$ cat src/rtl/mat_vec_mul_stream_pkg.sv
// -----------------------------------------------------------------------------
// mat_vec_mul_stream_pkg
// Shared definitions for the streaming matrix-vector multiplier:
//   - FSM state encoding
//   - field constants (GF(2^8) polynomial 0x11B, prime modulus 251)
//   - FIELD parameter string constants
//   - per-byte field arithmetic helpers used by field_mac_lane
// No ports (package).
// -----------------------------------------------------------------------------
package mat_vec_mul_stream_pkg;

    typedef enum logic [2:0] {
        IDLE  = 3'd0,
        CLEAR = 3'd1,
        FETCH = 3'd2,
        RUN   = 3'd3,
        DRAIN = 3'd4
    } state_t;

    localparam logic [8:0] GF_POLY    = 9'h11B;
    localparam int         P251_MOD   = 251;

    localparam string      FIELD_P251  = "P251";
    localparam string      FIELD_GF256 = "GF256";

    // Bring an 8-bit operand into 0..250; a single subtraction suffices
    // because 2*251 > 255.
    function automatic logic [7:0] p251_reduce(input logic [7:0] a);
        return (a >= 8'(P251_MOD)) ? a - 8'(P251_MOD) : a;
    endfunction

    function automatic logic [7:0] p251_mul(input logic [7:0] a, input logic [7:0] b);
        logic [15:0] p;
        p = 16'(p251_reduce(a)) * 16'(p251_reduce(b));
        return 8'(p % 16'(P251_MOD));
    endfunction

    function automatic logic [7:0] p251_add(input logic [7:0] a, input logic [7:0] b);
        logic [8:0] s;
        s = {1'b0, p251_reduce(a)} + {1'b0, p251_reduce(b)};
        return (s >= 9'(P251_MOD)) ? 8'(s - 9'(P251_MOD)) : s[7:0];
    endfunction

    // Shift-and-add multiply; each doubling of x is reduced by the field
    // polynomial so the running value never leaves 8 bits.
    function automatic logic [7:0] gf256_mul(input logic [7:0] a, input logic [7:0] b);
        logic [7:0] x;
        logic [7:0] r;
        x = a;
        r = '0;
        for (int i = 0; i < 8; i++) begin
            if (b[i]) r = r ^ x;
            x = x[7] ? ((x << 1) ^ GF_POLY[7:0]) : (x << 1);
        end
        return r;
    endfunction

endpackage

$ cat src/rtl/mat_vec_mul_stream_if.sv
// -----------------------------------------------------------------------------
// mat_vec_mul_stream_if
// Bundles every non-clock/reset signal of mat_vec_mul_stream.
//   control : i_start, i_accumulate, i_n_words, i_n_cols
//   matrix  : i_mat, i_mat_valid, o_mat_ready   (column-major beats)
//   vector  : o_vec_rd, o_vec_addr, i_vec        (i_vec one cycle after rd)
//   result  : i_res_en, i_res_addr, o_res        (1-cycle read latency)
//   status  : o_busy, o_done
// Signal names are from the multiplier's point of view; 'slave' is the
// multiplier side, 'master' the side that drives it.
// -----------------------------------------------------------------------------
interface mat_vec_mul_stream_if #(
    parameter int N_GF      = 4,
    parameter int MAX_WORDS = 64,
    parameter int MAX_COLS  = 512
);
    localparam int PROC_SIZE = 8 * N_GF;
    localparam int AW        = $clog2(MAX_WORDS);
    localparam int CW        = $clog2(MAX_COLS);

    logic                 i_start;
    logic                 i_accumulate;
    logic [AW:0]          i_n_words;
    logic [CW:0]          i_n_cols;
    logic [PROC_SIZE-1:0] i_mat;
    logic                 i_mat_valid;
    logic                 o_mat_ready;
    logic                 o_vec_rd;
    logic [CW-1:0]        o_vec_addr;
    logic [7:0]           i_vec;
    logic                 i_res_en;
    logic [AW-1:0]        i_res_addr;
    logic [PROC_SIZE-1:0] o_res;
    logic                 o_busy;
    logic                 o_done;

    modport slave (
        input  i_start, i_accumulate, i_n_words, i_n_cols,
        input  i_mat, i_mat_valid, i_vec, i_res_en, i_res_addr,
        output o_mat_ready, o_vec_rd, o_vec_addr, o_res, o_busy, o_done
    );

    modport master (
        output i_start, i_accumulate, i_n_words, i_n_cols,
        output i_mat, i_mat_valid, i_vec, i_res_en, i_res_addr,
        input  o_mat_ready, o_vec_rd, o_vec_addr, o_res, o_busy, o_done
    );

endinterface

$ cat src/rtl/mat_vec_mul_stream_field_mac_lane.sv
// -----------------------------------------------------------------------------
// field_mac_lane
// One byte lane of the MAC: registered product, combinational accumulate.
//   i_clk  : clock
//   i_a    : matrix byte (pipeline stage 1 operand)
//   i_b    : vector byte (pipeline stage 1 operand)
//   i_acc  : previous result byte, aligned with the registered product
//   o_sum  : i_acc + registered product in the selected field
// -----------------------------------------------------------------------------
module field_mac_lane
    import mat_vec_mul_stream_pkg::*;
#(
    parameter string FIELD = FIELD_P251
) (
    input  logic       i_clk,
    input  logic [7:0] i_a,
    input  logic [7:0] i_b,
    input  logic [7:0] i_acc,
    output logic [7:0] o_sum
);

    localparam bit IS_GF = (FIELD == FIELD_GF256);

    logic [7:0] prod_d;
    logic [7:0] prod_q;

    always_comb begin
        prod_d = IS_GF ? gf256_mul(i_a, i_b) : p251_mul(i_a, i_b);
    end

    // NOTE: pure datapath register -- validity is tracked by the parent's
    // reset valid bits, so this needs no reset; <= keeps it a flop.
    always_ff @(posedge i_clk) begin
        prod_q <= prod_d;
    end

    always_comb begin
        o_sum = IS_GF ? (i_acc ^ prod_q) : p251_add(i_acc, prod_q);
    end

endmodule

$ cat src/rtl/mat_vec_mul_stream.sv
// -----------------------------------------------------------------------------
// mat_vec_mul_stream
// Streams a column-major matrix against a byte vector and accumulates
// R[w] (+)= sum_c M[c][w] * v[c] per byte lane into an on-chip result RAM.
//   i_clk : clock
//   i_rst : synchronous active-high reset
//   bus   : mat_vec_mul_stream_if.slave (control, matrix stream, vector
//           read, result read, status)
// Pipeline: stage 0 accept + RAM read, stage 1 product register,
// stage 2 add + write-back. In-flight results are forwarded to stage 1 so
// back-to-back updates of the same word (n_words = 1) stay correct.
// -----------------------------------------------------------------------------
module mat_vec_mul_stream
    import mat_vec_mul_stream_pkg::*;
#(
    parameter string FIELD     = FIELD_P251,
    parameter int    N_GF      = 4,
    parameter int    MAX_WORDS = 64,
    parameter int    MAX_COLS  = 512
) (
    input logic                 i_clk,
    input logic                 i_rst,
    mat_vec_mul_stream_if.slave bus
);

    localparam int PROC_SIZE = 8 * N_GF;
    localparam int AW        = $clog2(MAX_WORDS);
    localparam int CW        = $clog2(MAX_COLS);

    // ---------------- control state ----------------
    state_t        state_q, state_d;
    logic [AW-1:0] word_q, word_d;
    logic [CW-1:0] col_q, col_d;
    logic [AW:0]   n_words_q, n_words_d;
    logic [CW:0]   n_cols_q, n_cols_d;
    logic          done_q, done_d;
    logic          vec_pend_q;

    logic [AW:0]   n_words_clamp;
    logic [CW:0]   n_cols_clamp;
    logic          accept;
    logic          last_word;
    logic          last_col;
    logic          clr_we;

    // ---------------- datapath ----------------
    logic                 s1_valid_q, s2_valid_q, wb_valid_q;
    logic [AW-1:0]        s1_addr_q, s2_addr_q, wb_addr_q;
    logic [PROC_SIZE-1:0] s1_mat_q;
    logic [7:0]           s1_vec_q;
    logic [PROC_SIZE-1:0] s2_old_q;
    logic [PROC_SIZE-1:0] wb_data_q;
    logic [PROC_SIZE-1:0] sum;
    logic [PROC_SIZE-1:0] fwd_old;
    logic [7:0]           vec_q;
    logic [7:0]           vec_cur;

    logic [PROC_SIZE-1:0] mem_q [MAX_WORDS];
    logic [PROC_SIZE-1:0] rd_data_q;
    logic                 mem_we, mem_re;
    logic [AW-1:0]        mem_wa, mem_ra;
    logic [PROC_SIZE-1:0] mem_wd;

    assign n_words_clamp = (bus.i_n_words > (AW+1)'(MAX_WORDS)) ? (AW+1)'(MAX_WORDS) : bus.i_n_words;
    assign n_cols_clamp  = (bus.i_n_cols  > (CW+1)'(MAX_COLS))  ? (CW+1)'(MAX_COLS)  : bus.i_n_cols;

    assign accept    = (state_q == RUN) && bus.i_mat_valid;
    assign last_word = ({1'b0, word_q} == n_words_q - (AW+1)'(1));
    assign last_col  = ({1'b0, col_q}  == n_cols_q  - (CW+1)'(1));

    // The vector byte arrives the cycle after FETCH, which is also the first
    // RUN cycle, so use it straight from the port until it is registered.
    assign vec_cur = vec_pend_q ? bus.i_vec : vec_q;

    // ---------------- FSM: next state ----------------
    always_comb begin
        // NOTE: every output of this block gets a default first so that no
        // path through the case leaves a signal unassigned (no latches).
        state_d   = state_q;
        word_d    = word_q;
        col_d     = col_q;
        n_words_d = n_words_q;
        n_cols_d  = n_cols_q;
        done_d    = 1'b0;
        clr_we    = 1'b0;

        unique case (state_q)
            IDLE: begin
                if (bus.i_start) begin
                    n_words_d = n_words_clamp;
                    n_cols_d  = n_cols_clamp;
                    word_d    = '0;
                    col_d     = '0;
                    if ((n_words_clamp == '0) || (n_cols_clamp == '0)) begin
                        done_d = 1'b1;
                    end else if (bus.i_accumulate) begin
                        state_d = FETCH;
                    end else begin
                        state_d = CLEAR;
                    end
                end
            end
            CLEAR: begin
                clr_we = 1'b1;
                if (last_word) begin
                    word_d  = '0;
                    state_d = FETCH;
                end else begin
                    word_d = word_q + 1'b1;
                end
            end
            FETCH: begin
                state_d = RUN;
            end
            RUN: begin
                if (accept) begin
                    if (last_word) begin
                        word_d = '0;
                        if (last_col) begin
                            state_d = DRAIN;
                        end else begin
                            col_d   = col_q + 1'b1;
                            state_d = FETCH;
                        end
                    end else begin
                        word_d = word_q + 1'b1;
                    end
                end
            end
            DRAIN: begin
                // The final beat leaves stage 1 after one DRAIN cycle; the
                // next cycle is its write-back, after which we are idle.
                if (!s1_valid_q) begin
                    state_d = IDLE;
                    done_d  = 1'b1;
                end
            end
            default: begin
                state_d = IDLE;
            end
        endcase
    end

    // ---------------- control registers ----------------
    always_ff @(posedge i_clk) begin
        if (i_rst) begin
            state_q    <= IDLE;
            word_q     <= '0;
            col_q      <= '0;
            n_words_q  <= '0;
            n_cols_q   <= '0;
            done_q     <= 1'b0;
            vec_pend_q <= 1'b0;
            s1_valid_q <= 1'b0;
            s2_valid_q <= 1'b0;
            wb_valid_q <= 1'b0;
        end else begin
            state_q    <= state_d;
            word_q     <= word_d;
            col_q      <= col_d;
            n_words_q  <= n_words_d;
            n_cols_q   <= n_cols_d;
            done_q     <= done_d;
            vec_pend_q <= (state_q == FETCH);
            s1_valid_q <= accept;
            s2_valid_q <= s1_valid_q;
            wb_valid_q <= s2_valid_q;
        end
    end

    // ---------------- pipeline data ----------------
    // Stage 1 picks the freshest copy of its word: the stage-2 sum being
    // written this cycle, else the word written last cycle (the RAM read
    // returned the pre-write value), else the RAM read data.
    always_comb begin
        fwd_old = rd_data_q;
        if (s2_valid_q && (s2_addr_q == s1_addr_q)) begin
            fwd_old = sum;
        end else if (wb_valid_q && (wb_addr_q == s1_addr_q)) begin
            fwd_old = wb_data_q;
        end
    end

    always_ff @(posedge i_clk) begin
        if (accept) begin
            s1_addr_q <= word_q;
            s1_mat_q  <= bus.i_mat;
            s1_vec_q  <= vec_cur;
        end
        if (s1_valid_q) begin
            s2_addr_q <= s1_addr_q;
            s2_old_q  <= fwd_old;
        end
        if (s2_valid_q) begin
            wb_addr_q <= s2_addr_q;
            wb_data_q <= sum;
        end
        if (vec_pend_q) begin
            vec_q <= bus.i_vec;
        end
    end

    for (genvar g = 0; g < N_GF; g++) begin : g_lane
        field_mac_lane #(
            .FIELD (FIELD)
        ) u_lane (
            .i_clk (i_clk),
            .i_a   (s1_mat_q[8*g +: 8]),
            .i_b   (s1_vec_q),
            .i_acc (s2_old_q[8*g +: 8]),
            .o_sum (sum[8*g +: 8])
        );
    end

    // ---------------- result RAM ----------------
    // Port A: clear / write-back (gated by reset so an abort writes nothing).
    // Port B: pipeline read while busy, result port while idle.
    assign mem_we = !i_rst && (clr_we || s2_valid_q);
    assign mem_wa = clr_we ? word_q : s2_addr_q;
    assign mem_wd = clr_we ? '0 : sum;
    assign mem_re = accept || ((state_q == IDLE) && bus.i_res_en);
    assign mem_ra = accept ? word_q : bus.i_res_addr;

    // NOTE: the RAM array has no reset; its contents are defined only by
    // CLEAR or write-back, which lets it map onto block RAM.
    always_ff @(posedge i_clk) begin
        if (mem_we) begin
            mem_q[mem_wa] <= mem_wd;
        end
        if (mem_re) begin
            rd_data_q <= mem_q[mem_ra];
        end
    end

    // ---------------- outputs ----------------
    assign bus.o_mat_ready = (state_q == RUN);
    assign bus.o_vec_rd    = (state_q == FETCH);
    assign bus.o_vec_addr  = col_q;
    assign bus.o_busy      = (state_q != IDLE);
    assign bus.o_done      = done_q;
    assign bus.o_res       = rd_data_q;

endmodule

$ cat src/flat_wrapper.sv
// flat-port wrapper written by rule: the top's interface ports become plain ports
module mat_vec_mul_stream_flat import mat_vec_mul_stream_pkg::*;
#(
    parameter string FIELD     = FIELD_P251,
    parameter int    N_GF      = 4,
    parameter int    MAX_WORDS = 64,
    parameter int    MAX_COLS  = 512
)
  (i_clk, i_rst, bus_i_start, bus_i_accumulate, bus_i_n_words, bus_i_n_cols, bus_i_mat, bus_i_mat_valid, bus_i_vec, bus_i_res_en, bus_i_res_addr, bus_o_mat_ready, bus_o_vec_rd, bus_o_vec_addr, bus_o_res, bus_o_busy, bus_o_done);
  mat_vec_mul_stream_if #(.N_GF(N_GF), .MAX_WORDS(MAX_WORDS), .MAX_COLS(MAX_COLS)) bus_i ();
  input logic i_clk;
  input logic i_rst;
  input wire logic [$bits(bus_i.i_start)-1:0] bus_i_start;
  input wire logic [$bits(bus_i.i_accumulate)-1:0] bus_i_accumulate;
  input wire logic [$bits(bus_i.i_n_words)-1:0] bus_i_n_words;
  input wire logic [$bits(bus_i.i_n_cols)-1:0] bus_i_n_cols;
  input wire logic [$bits(bus_i.i_mat)-1:0] bus_i_mat;
  input wire logic [$bits(bus_i.i_mat_valid)-1:0] bus_i_mat_valid;
  input wire logic [$bits(bus_i.i_vec)-1:0] bus_i_vec;
  input wire logic [$bits(bus_i.i_res_en)-1:0] bus_i_res_en;
  input wire logic [$bits(bus_i.i_res_addr)-1:0] bus_i_res_addr;
  output wire logic [$bits(bus_i.o_mat_ready)-1:0] bus_o_mat_ready;
  output wire logic [$bits(bus_i.o_vec_rd)-1:0] bus_o_vec_rd;
  output wire logic [$bits(bus_i.o_vec_addr)-1:0] bus_o_vec_addr;
  output wire logic [$bits(bus_i.o_res)-1:0] bus_o_res;
  output wire logic [$bits(bus_i.o_busy)-1:0] bus_o_busy;
  output wire logic [$bits(bus_i.o_done)-1:0] bus_o_done;
  assign bus_i.i_start = bus_i_start;
  assign bus_i.i_accumulate = bus_i_accumulate;
  assign bus_i.i_n_words = bus_i_n_words;
  assign bus_i.i_n_cols = bus_i_n_cols;
  assign bus_i.i_mat = bus_i_mat;
  assign bus_i.i_mat_valid = bus_i_mat_valid;
  assign bus_i.i_vec = bus_i_vec;
  assign bus_i.i_res_en = bus_i_res_en;
  assign bus_i.i_res_addr = bus_i_res_addr;
  assign bus_o_mat_ready = bus_i.o_mat_ready;
  assign bus_o_vec_rd = bus_i.o_vec_rd;
  assign bus_o_vec_addr = bus_i.o_vec_addr;
  assign bus_o_res = bus_i.o_res;
  assign bus_o_busy = bus_i.o_busy;
  assign bus_o_done = bus_i.o_done;
  mat_vec_mul_stream #(.FIELD(FIELD), .N_GF(N_GF), .MAX_WORDS(MAX_WORDS), .MAX_COLS(MAX_COLS)) u_core (.i_clk(i_clk), .i_rst(i_rst), .bus(bus_i));
endmodule
$ cat config.mk
export PLATFORM = sky130hd
export DESIGN_NAME = mat_vec_mul_stream_flat
export DESIGN_NICKNAME = d
export VERILOG_FILES = /design/src/rtl/mat_vec_mul_stream_pkg.sv /design/src/rtl/mat_vec_mul_stream_if.sv /design/src/rtl/mat_vec_mul_stream_field_mac_lane.sv /design/src/rtl/mat_vec_mul_stream.sv /design/src/flat_wrapper.sv
export SDC_FILE = /design/constraint.sdc
export NUM_CORES = 2
export LEC_CHECK = 0
export CAP_MARGIN = 20
export CELL_PAD_IN_SITES_DETAIL_PLACEMENT = 0
export CELL_PAD_IN_SITES_GLOBAL_PLACEMENT = 1
export CORE_AREA = 3 3 459 461
export CTS_CLUSTER_DIAMETER = 40
export CTS_CLUSTER_SIZE = 40
export DETAILED_ROUTE_END_ITERATION = 8
export DIE_AREA = 0 0 462 464
export GPL_ROUTABILITY_DRIVEN = 0
export PLACE_DENSITY_LB_ADDON = 0.1
export SLEW_MARGIN = 20
export SYNTH_ARGS = -nofsm -noshare
export SYNTH_HDL_FRONTEND = slang
export SYNTH_SLANG_ARGS = --single-unit
$ cat constraint.sdc
create_clock -name i_clk -period 14.3 [get_ports i_clk]
set_input_delay 2.86 -clock i_clk [delete_from_list [all_inputs] [get_ports i_clk]]
set_output_delay 2.86 -clock i_clk [all_outputs]
set_load 0.02 [all_outputs]
==> flow_summary.toml <==
[worst_setup_path]
cp_slowest_cell = "fa_1"
critPathLaunchType = "register"
critPathMaxFanout = 15
slowest_delay_ns = 0.53
crit_top_cell = "fa_1"
critPathKind = "reg2reg"
worstPathArrival_ns = 14.29
cp_data_required_time_ns = 15.00
worstSetupEndpointType = "register"

[clock_tree]
clock-root-buffer = "clkbuf_16"
cts.sinks = 2282
cts.clk_slew.worst_paths_ns = 0.06
ctsHoldBuffers = 0
clk_path_buf_depth = 4
htreeDepth = 5
cts_tree = "built"
numCtsBuffers = 314
insertion_delay_ns = 0.96

[timing]
whs_ns = 0.4918
fin_crit_sh_pct = 95.02
setup_viol = 0
clock_skew_ns = 0.1179
fmax_mhz = 73.59
slew_headroom_pct = 15.52
tightest_slew_ns = 1.260
final_hold_viol_count = 0
setup_ws_ns = 0.7118
min_period_ns = 13.59
finalMaxSlewViolations = 0

[floorplan]
core_area_mm2 = 0.2069
initial_utilization_pct = 54.01
die_h_um = 464
ios = 114
die_x_um = 462
fp-row-count = 167
die_area_mm2 = 0.2144

[routing]
dr.pass1.iters = 6
drt_iter0_drc = 7436
post-route-drc-count = 0
ant_nets = 0
vias = 70770
wire_per_inst_um = 27.80
via_per_inst = 6.492
wirelength_um = 303000

[global_routing]
grt_most_used_layer = "met2"
grt_pass1_vias = 70260
grt_use_total_pct = 28.09
grt_antenna_before_repair = 4
use_met1_pct = 36.51
grt_use_met3_pct = 3.626
grt_max_degree = 100
grt_use_met2_pct = 47.32
grt_pass1_wl_um = 450100
grt_overflow = 0

[synthesis]
netlist_area_mm2 = 0.1117
yosys-mux-area-fraction_pct = 11.40
ys_async_sr_fraction_pct = 0
yosys-top-cells-count = "edfxtp_1, nor2_1, mux4_2, nand2_1, inv_1"
yosys.area.top_type = "edfxtp_1"
ys_warn_count = 0
ys.flop_type = "edfxtp_1"
synth_edf_count = 2202
synth-simple-area-share_pct = 8.803
ys_ff_latch = 2282
synth_top_family_by_area = "multiplexers"
synth_top_cell_area_share_pct = 59.19
syn_avg_cell_area_um2 = 14.65
synthXorXnorAreaFrac_pct = 1.898
yosysMostFrequentCell = "edfxtp_1"
synth_compound_area_share_pct = 9.969
synthTopCellsByArea = "edfxtp_1, mux4_2, fa_1"
synth_cell_types = 154
syn_inst = 7624
synth.net_count = 8046
synthAdderAreaFrac_pct = 5.020
yosysSeqAreaShare_pct = 60.62

[cells_and_area]
drive_above_1_share_pct = 21.39
area_delta_synth_final_pct = 15.10
fin_nets = 8371
final.fill_count = 15120
fin_util_pct = 62.16

[run]
max_cap_viol_count = 0

[outcome]
status = "finished, final reports clean"

[placement]
place_ws_ns = -0.004090
dp_hpwl_um = 180700
portBuffers = 113

[hold_path]
min-delay-path-class = "reg2reg"
-- what timing repair did --
item | 4_1_cts | 5_1_grt
setup endpoints to repair | 3 | 32
buffers inserted | 0 | 26
gates resized for setup | 2 | 98
pin swaps | 0 | 16
-- cell families after synthesis --
family,after synthesis
AOI/OAI and AO/OA,1497
xor gates and xnor gates,234
adders and majority gates,361
buffers and inverters,648
DFF,2282
muxes,625
and+or+nand+nor,1977
-- layout make-up --
class	instances	area (µm²)	area share [%]
repair buffers	375	3256	2.532
inverters	282	1059	0.8231
clock inverters	220	2295	1.784
flip-flops and latches	2282	67730	52.67
diodes	12	30.03	0.02335
well taps	2704	3383	2.631
clock buffers	332	7978	6.204
multi-input cells	4694	42870	33.34
-- worst max-delay path, delay by kind of cell, from the launching register on --
family	cells	cell delay (ns)
AO/OA/AOI/OAI	16	3.89
XOR/XNOR	4	0.85
adder cells (fa/ha/maj)	8	3.24
buffers and inverters	4	0.42
flip-flops	1	0.46
multiplexers	2	0.77
AND/OR/NAND/NOR	13	3.77
-- flip-flops by register name (all words and copies together), names as in the netlist, 3 cells and up --
name,cells
u_core.mem_q,2048
u_core.bus.o_res,32
u_core.g_lane.u_lane.prod_q,32
u_core.s1_mat_q,32
u_core.s2_old_q,32
u_core.wb_data_q,32
u_core.n_cols_q,10
u_core.bus.o_vec_addr,9
u_core.s1_vec_q,8
u_core.vec_q,8
u_core.n_words_q,7
u_core.s1_addr_q,6
u_core.s2_addr_q,6
u_core.wb_addr_q,6
u_core.word_q,6
u_core.state_q,3
-- layer usage --
layer | part of all wire (%) | wire (µm) | vias up
li1 | - | - | 30870
met1 | 39 | 117600 | 36550
met2 | 50 | 151800 | 2809
met3 | 6.3 | 19080 | 545
met4 | 4.8 | 14560 | 0
met5 | 0 | 0 | -
-- cell usage in the layout, fill, tap and decap left out, types with 64 or more instances in the layout --
master and instances:
fa_1 148, edfxtp_1 2202, a21o_1 71, ha_1 200
clkbuf_16 316, nor3_1 94, nand3_1 126, a311oi_1 70
xnor2_1 132, o21ai_0 124, nor2_1 469, nor2_4 93
a211oi_1 229, buf_4 249, mux4_2 512, nand4_1 64
and2_1 164, a31oi_1 128, clkdlybuf4s50_1 112, inv_1 280
or2_2 67, nand2_1 486, xor2_1 83, nor2b_1 89
dfxtp_1 78, a21oi_1 274
-- final timing paths --
kind | from | endpoint | slack [ns] | cells past startpoint
max reg2reg | u_core.s1_vec_q[1] | u_core.g_lane[0].u_lane.prod_q[3] | 0.71 | 47
min reg2reg | u_core.vec_q[4] | u_core.vec_q[4] | 0.49 | 1
max | u_core.s1_vec_q[1] | u_core.g_lane[0].u_lane.prod_q[3] | 0.71 | 47
min | u_core.vec_q[4] | u_core.vec_q[4] | 0.49 | 1
-- stage by stage --
stage | setup TNS [ns] | cell area [µm²] | std cells
floorplan | 0 | 111700 | 7624
global placement | 0 | 117500 | 10310
detailed placement | -0.004090 | 117500 | 10310
CTS | 0 | 127800 | 10860
global route | -0.07683 | 128600 | 10890
finish | 0 | 128600 | 10900
Power is left out: the tool's default activity adds up to more than one toggle a clock period on the data nets, which glitch-free logic cannot reach.
